<file path="src/rtl/regfile_alu_seq.sv">
// Four-state command sequencer that reads two operands from an external
// register file, runs one ALU op, writes the result back and reports flags.
module regfile_alu_seq #(
  parameter int DW = 8,
  parameter int AW = 3
) (
  input  logic          clk,
  input  logic          rst,
  input  logic          cmd_valid,
  output logic          cmd_ready,
  input  logic [2:0]    cmd_op,
  input  logic [AW-1:0] cmd_rd,
  input  logic [AW-1:0] cmd_rs1,
  input  logic [AW-1:0] cmd_rs2,
  input  logic [DW-1:0] cmd_imm,
  output logic          rf_en,
  output logic [AW-1:0] rf_waddr,
  output logic [DW-1:0] rf_wdata,
  output logic [AW-1:0] rf_raddr1,
  output logic [AW-1:0] rf_raddr2,
  input  logic [DW-1:0] rf_rdata1,
  input  logic [DW-1:0] rf_rdata2,
  output logic          rsp_valid,
  output logic [DW-1:0] rsp_data,
  output logic          rsp_zero,
  output logic          rsp_carry
);

  localparam logic [2:0] OP_ADD = 3'd0;
  localparam logic [2:0] OP_SUB = 3'd1;
  localparam logic [2:0] OP_AND = 3'd2;
  localparam logic [2:0] OP_OR  = 3'd3;
  localparam logic [2:0] OP_XOR = 3'd4;
  localparam logic [2:0] OP_MOV = 3'd5;
  localparam logic [2:0] OP_LDI = 3'd6;
  localparam logic [2:0] OP_CMP = 3'd7;

  typedef enum logic [1:0] {
    S_IDLE,
    S_READ,
    S_EXEC,
    S_WB
  } state_t;

  state_t        state_q, state_d;
  logic [2:0]    op_q;
  logic [AW-1:0] rd_q;
  logic [DW-1:0] imm_q;
  logic [AW-1:0] raddr1_q, raddr2_q;
  logic [DW-1:0] opa_q, opb_q;
  logic [DW-1:0] result_q, result_d;
  logic          zero_q, carry_q, carry_d;
  logic          accept;
  logic [DW:0]   sum, diff;

  always_comb begin
    state_d   = state_q;
    cmd_ready = 1'b0;
    rsp_valid = 1'b0;
    rf_en     = 1'b0;
    accept    = 1'b0;
    case (state_q)
      S_IDLE: begin
        cmd_ready = 1'b1;
        accept    = cmd_valid;
        if (cmd_valid) state_d = S_READ;
      end
      S_READ: state_d = S_EXEC;
      S_EXEC: state_d = S_WB;
      S_WB: begin
        rsp_valid = 1'b1;
        rf_en     = (op_q != OP_CMP);
        state_d   = S_IDLE;
      end
      default: state_d = S_IDLE;
    endcase
  end

  // Carry and borrow come from the extra top bit of a DW+1 wide add/subtract.
  always_comb begin
    sum      = {1'b0, opa_q} + {1'b0, opb_q};
    diff     = {1'b0, opa_q} - {1'b0, opb_q};
    result_d = '0;
    carry_d  = 1'b0;
    case (op_q)
      OP_ADD: begin
        result_d = sum[DW-1:0];
        carry_d  = sum[DW];
      end
      OP_SUB, OP_CMP: begin
        result_d = diff[DW-1:0];
        carry_d  = diff[DW];
      end
      OP_AND:  result_d = opa_q & opb_q;
      OP_OR:   result_d = opa_q | opb_q;
      OP_XOR:  result_d = opa_q ^ opb_q;
      OP_MOV:  result_d = opa_q;
      OP_LDI:  result_d = imm_q;
      default: result_d = '0;
    endcase
  end

  always_ff @(posedge clk or posedge rst) begin
    if (rst) begin
      state_q  <= S_IDLE;
      op_q     <= '0;
      rd_q     <= '0;
      imm_q    <= '0;
      raddr1_q <= '0;
      raddr2_q <= '0;
      opa_q    <= '0;
      opb_q    <= '0;
      result_q <= '0;
      zero_q   <= 1'b0;
      carry_q  <= 1'b0;
    end else begin
      state_q <= state_d;
      if (accept) begin
        op_q     <= cmd_op;
        rd_q     <= cmd_rd;
        imm_q    <= cmd_imm;
        raddr1_q <= cmd_rs1;
        raddr2_q <= cmd_rs2;
      end
      if (state_q == S_READ) begin
        opa_q <= rf_rdata1;
        opb_q <= rf_rdata2;
      end
      // Response registers only move at the end of EXEC, so they hold between commands.
      if (state_q == S_EXEC) begin
        result_q <= result_d;
        zero_q   <= (result_d == '0);
        carry_q  <= carry_d;
      end
    end
  end

  assign rf_raddr1 = raddr1_q;
  assign rf_raddr2 = raddr2_q;
  assign rf_waddr  = rd_q;
  assign rf_wdata  = result_q;
  assign rsp_data  = result_q;
  assign rsp_zero  = zero_q;
  assign rsp_carry = carry_q;

endmodule

</file>
<file path="config.mk">
export PLATFORM = sky130hd
export DESIGN_NAME = regfile_alu_seq
export DESIGN_NICKNAME = d
export VERILOG_FILES = /design/src/rtl/regfile_alu_seq.sv
export SDC_FILE = /design/constraint.sdc
export NUM_CORES = 1
export LEC_CHECK = 0
export CORE_MARGIN = 8
export CORE_UTILIZATION = 50
export DETAILED_ROUTE_END_ITERATION = 8
export HOLD_SLACK_MARGIN = 0.08
export PLACE_DENSITY = 0.79
export SYNTH_ARGS = -nofsm -noshare
export SYNTH_HDL_FRONTEND = slang
export SYNTH_SLANG_ARGS = --single-unit
</file>
<file path="constraint.sdc">
create_clock -name clk -period 2.4 [get_ports clk]
set_input_delay 0.24 -clock clk [delete_from_list [all_inputs] [get_ports clk]]
set_output_delay 0.24 -clock clk [all_outputs]
set_load 0.02 [all_outputs]
</file>
==> Yosys cells after proc, flatten, opt, wreduce, memory -nomap -nowiden <==
Index checks and enable logic that the tools add are counted.
{ "word_totals": {"wordCells": 40, "in_bits": 39, "ff_bits": 48, "out_inout_bits": 30} }
{ "classes": {"eq_ne": 12, "addsub": 2, "mux": 8, "bitwise_logic": 3, "reduce_logical": 4} }
{ "op_table": {"columns": ["op", "count"], "rows": [
  ["8-bit case mux with 7 select lines", 1],
  ["3-bit equality test, second input constant", 4],
  ["8-bit by 8-bit adder with 9-bit output", 1],
  ["8-bit by 8-bit subtractor with 9-bit output", 1],
  ["8-bit AND", 1],
  ["8-bit logical NOT", 1],
  ["8-bit bitwise OR", 1],
  ["2-bit case mux with 4 select lines", 1],
  ["8-bit XOR", 1],
  ["3-bit by 2-bit equality test with 1-bit output, second input constant", 2],
  ["2-bit equality test, second input constant", 2],
  ["1-bit 2-to-1 mux", 4],
  ["3-bit by 1-bit equality test with 1-bit output, second input constant", 1],
  ["3-bit logical NOT", 1],
  ["3-bit inequality test, second input constant", 1],
  ["2-bit by 1-bit equality test with 1-bit output, second input constant", 1],
  ["2-bit logical NOT", 1],
  ["2-bit 2-to-1 mux", 1],
  ["2-bit inequality test, second input constant", 1],
  ["1-bit case mux with 2 select lines", 1],
  ["2-bit OR reduction", 1]
]} }

==> Longest topological paths before layout <==
{ "depth": {"ltp_word": 4, "ltp_mapped": 10, "ltp_nobuf": 10} }

==> Worst setup path before layout <==
Ideal clock, no wire load.
{ "synth_timing": {"path_kind": "flip-flop to flip-flop", "start": "register opa_q[0]", "end": "register zero_q, in the netlist rsp_zero", "required_ns": 2.297, "stages_incl_launch_ff": 10, "synth_period_minus_slack_ns": 2.213, "arrival_ns": 2.109, "slack_ns": 0.187, "cell_sequence": "dfrtp_1 -> inv_1 -> ha_1 -> fa_1 -> o21bai_1 -> a21oi_1 -> o31ai_1 -> a221o_1 -> a22oi_1 -> o41ai_2"} }
{ "synth_via": {"elab_chain_len": 3, "elab_cells_between_ends": 7, "classes_between": "add/sub (2); mux (1); bitwise (3); reduce/logical (1)"} }
{ "synth_lines": {"columns": ["item", "line_no", "rtl"], "rows": [
  ["start: declaration", "50", "logic [DW-1:0] opa_q, opb_q;"],
  ["start signal: assignment", "126", "opa_q <= rf_rdata1;"],
  ["8-bit by 8-bit subtractor with 9-bit output (tied with other cells)", "82", "diff = {1'b0, opa_q} - {1'b0, opb_q};"],
  ["8-bit case mux with 7 select lines (*)", "85", "case (op_q)"],
  ["8-bit logical NOT (*)", "132", "zero_q <= (result_d == '0);"],
  ["end signal: assignment", "132", null],
  ["end: declaration", "52", "logic zero_q, carry_q, carry_d;"]
]} }
Mark *: on every way between the ends. The rest lies on a longest branch, timed or not.
A chain may end at the register's enable or synchronous reset.

==> Worst setup path after layout <==
{ "layout_timing": {"start": "register opb_q[0]", "end": "register zero_q, in the netlist rsp_zero"} }
{ "layout_via": {"elab_chain_len": 3, "elab_cells_between_ends": 7, "classes_between": "add/sub (2); mux (1); bitwise (3); reduce/logical (1)"} }
{ "layout_lines": {"columns": ["item", "line_no", "rtl"], "rows": [
  ["start: declaration", "50", null],
  ["start signal: assignment", "127", "opb_q <= rf_rdata2;"],
  ["8-bit by 8-bit subtractor with 9-bit output (tied with other cells)", "82", null],
  ["8-bit case mux with 7 select lines (*)", "85", null],
  ["8-bit logical NOT (*)", "132", null]
]} }
Marked as above.

==> summary.md <==
| Metric | Value |
|---|---|
| Core area | 0.00631 mm2 |
| Slew headroom | 64.7% |
| Hold Worst Slack | 284 ps |
| Fill count | 514 |
| Most numerous cell in the Yosys netlist | dfrtp_1 |
| GRT Overall Usage | 18.0% |
| Final Cycle Share | 96.5% |
| Initial antenna violation count | 0 |
| Synth cell count leaders | 48 x dfrtp_1, 35 x o21ai_0, 33 x inv_1, 30 x nand2_1, 29 x ha_1 |
| Reg2reg end | rsp_zero$_DFFE_PP0P_ |
| Post-synthesis cell count | 343 |
| Tmin final | 2320 ps |
| Chip width | 96.5 um |
| Startpoint Class | register |
| Power Density | 1630 mW/mm2 |
| Least-Margin Pin Slew | 529 ps |
| Max-cap viol count | 0 |
| Final nets | 490 |
| Number of global-route vias before repair | 2764 |
| Via/cell ratio | 5.48 |
| Vias | 2730 |
| Maximum VDD drop | 702 uV |
| WL/cell | 16.3 um |
| CTS tree | built |
| First-pass GRT wire length | 13.3 mm |
| Final hold viol count | 0 |
| Largest net degree at the start of global routing | 33 |
| FF+latch count, synth | 48 |
| Unique masters post-synth | 47 |
| Ys async rst share | 100% |
| Port buffer count | 68 |
| Total wire length | 8.10 mm |
| Worst r2r src | opb_q[0]$_DFFE_PP0N_ |
| Post-synth top area cell | dfrtp_1 |
| Die Y | 96.5 um |
| GRT overflow | 0 |
| Top_reg_cell synth | dfrtp_1 |
| WP data required | 2600 ps |
| CP arrival | 2520 ps |
| F_max | 432 MHz |
| Netlist Area Pre-Place | 0.00324 mm2 |
| Placer Congestion | 0.886 |
| Final HPWL DP | 6.39 mm |
| H-Tree Depth | 2 |
| Clock sink total | 48 |
| # diodes | 0 |
| Syn-to-layout area delta | 31.3% |
| Top cell type's share of synthesized area | 37.1% |
| Launch point of the critical path | opb_q[0]$_DFFE_PP0N_ |
| End of the critical path | rsp_zero$_DFFE_PP0P_ |
| Share of cells above drive strength 1 | 19.7% |
| Clock Skew | 5.19 ps |
| Post-synth EDFFs | 0 |
| Setup tns final | 0 ps |
| IO Count | 69 |
| DRT Pass-1 Iters | 4 |
| Worst-case clock buffer depth | 2 |
| Pleak | 0.00185 uW |
| Reg2Reg Depth | 9 |
| Starting density of the core | 51.3% |
| Synthesized area per cell | 9.45 um2 |
| Antenna viol nets, final | 0 |
| Top post-synthesis cells by area | dfrtp_1 37%, ha_1 11%, mux2_2 8.7% |
| Final setup viols | 0 |
| Setup slack, reg-to-reg | 80 ps |
| WS Path Type | register to register |
| Hold WC Path Type | primary input to asynchronous set/reset pin |
| Die ar. | 0.00932 mm2 |
| DRC | 0 |
| Largest fanout on the critical path | 4 |
| Pins Over Slew Limit | 0 |
| CTS buffer count | 5 |
| Seq/Total Area, Yosys | 37.1% |
| Synth Warn # | 0 |
| Syn Nets | 413 |
| Clk slew on worst S/H paths | 100 ps |
| Worst setup EP type | register |
| Clock latency on the worst-skew pair | 300 ps |
| Cell Rows | 29 |
| CTS root buf | clkbuf_8 |
| Status | finished clean |
| DR iter-0 viols | 95 |
[critical path, stage by stage (launching register included)]
cell and delay (ps):
dfrtp_2 450, ha_1 220, fa_2 350, o21bai_1 140, a21oi_1 120, o31ai_1 200, buf_4 160, a221o_1 160
a22oi_2 70, o41ai_2 340
[how the worst min path moves through the flow]
stage | cells past startpoint | startpoint | endpoint
6_report | 2 | rst | rf_raddr1[0]$_DFFE_PP0P_
5_1_grt | 2 | rst | rf_raddr1[0]$_DFFE_PP0P_
4_1_cts | 2 | rst | rf_raddr1[0]$_DFFE_PP0P_
3_5_place_dp | 1 | rf_raddr2[0]$_DFFE_PP0P_ | rf_raddr2[0]$_DFFE_PP0P_
3_3_place_gp | 2 | rsp_zero$_DFFE_PP0P_ | rsp_zero$_DFFE_PP0P_
2_1_floorplan | 1 | cmd_valid | state_q[1]$_DFFE_PP0P_
[registers in the layout, summed over array words and instances, names as in the netlist]
name,count
imm_q,8
opa_q,8
opb_q,8
rf_wdata,8
op_q,3
rf_raddr1,3
rf_raddr2,3
rf_waddr,3
state_q,2
rsp_carry,1
rsp_zero,1
[stage by stage]
stage | cell area, um2 | utilization (%) | total power, uW | std cells | worst slack (ps)
2_1_floorplan | 3240 | - | 4670 | 343 | 187
3_3_place_gp | 4070 | 64.4 | 6080 | 487 | 73.6
3_5_place_dp | 4070 | 64.4 | 6180 | 487 | -9.79
4_1_cts | 4170 | 66.0 | 6750 | 495 | 3.83
5_1_grt | 4260 | 67.4 | 7510 | 498 | -23.7
6_report | 4260 | 67.4 | 6940 | 498 | 84.4
[cell usage in the layout (no fill, tap or decap), types with 4 or more instances in the layout]
master,instances
clkdlybuf4s50_1,68
dfrtp_1,46
o21ai_0,34
inv_1,30
nand2_1,30
buf_4,27
mux2_2,25
ha_1,25
nor2_1,20
a21oi_1,13
a211oi_1,7
nand2b_1,6
clkbuf_8,6
o211ai_1,5
nor3_1,4
xnor2_1,4
o21a_1,4
[layout make-up]
type	count	area, um2	area share (%)
flip-flops and latches	48	1200	28.3
clock inverters	2	17.5	0.411
well taps	77	96.3	2.26
repair buffers	96	903	21.2
clock buffers	6	82.6	1.94
multi-input cells	235	1830	42.9
inverters	34	128	3.00
[metal layers]
metal	vias to the layer above	GRT usage [%]	part of all wire, %
li1	1335	-	-
met5	-	0	0
met3	10	5.64	8.1
met1	1299	22.3	44
met4	0	5.93	1.4
met2	86	29.1	47
[cells by family after synthesis]
group                    after synthesis  share of synthesized area, %
flip-flops                            48                          37.1
AO/OA/AOI/OAI                         99                          20.5
multiplexers                          28                          9.61
AND/OR/NAND/NOR                       71                          10.2
adder cells (fa/ha/maj)               31                          12.4
XOR/XNOR                               6                          1.62
buffers and inverters                 60                          8.61
[power breakdown]
part / switching (uW) / internal, uW / leakage (uW)
combinational: 2560 / 2300 / 0.00122
clock: 294 / 242 / 0.0000522
sequential: 320 / 1220 / 0.000576
total: 3170 / 3770 / 0.00185
[repair_timing]
item                                    4_1_cts  5_1_grt
gates resized for setup                       1       16
buffers inserted                              0        3
hold buffers                                  0        0
endpoints found under the setup margin        2        3
pin swaps                                     1        0
No activity file was read; power rests on OpenSTA's default activity.
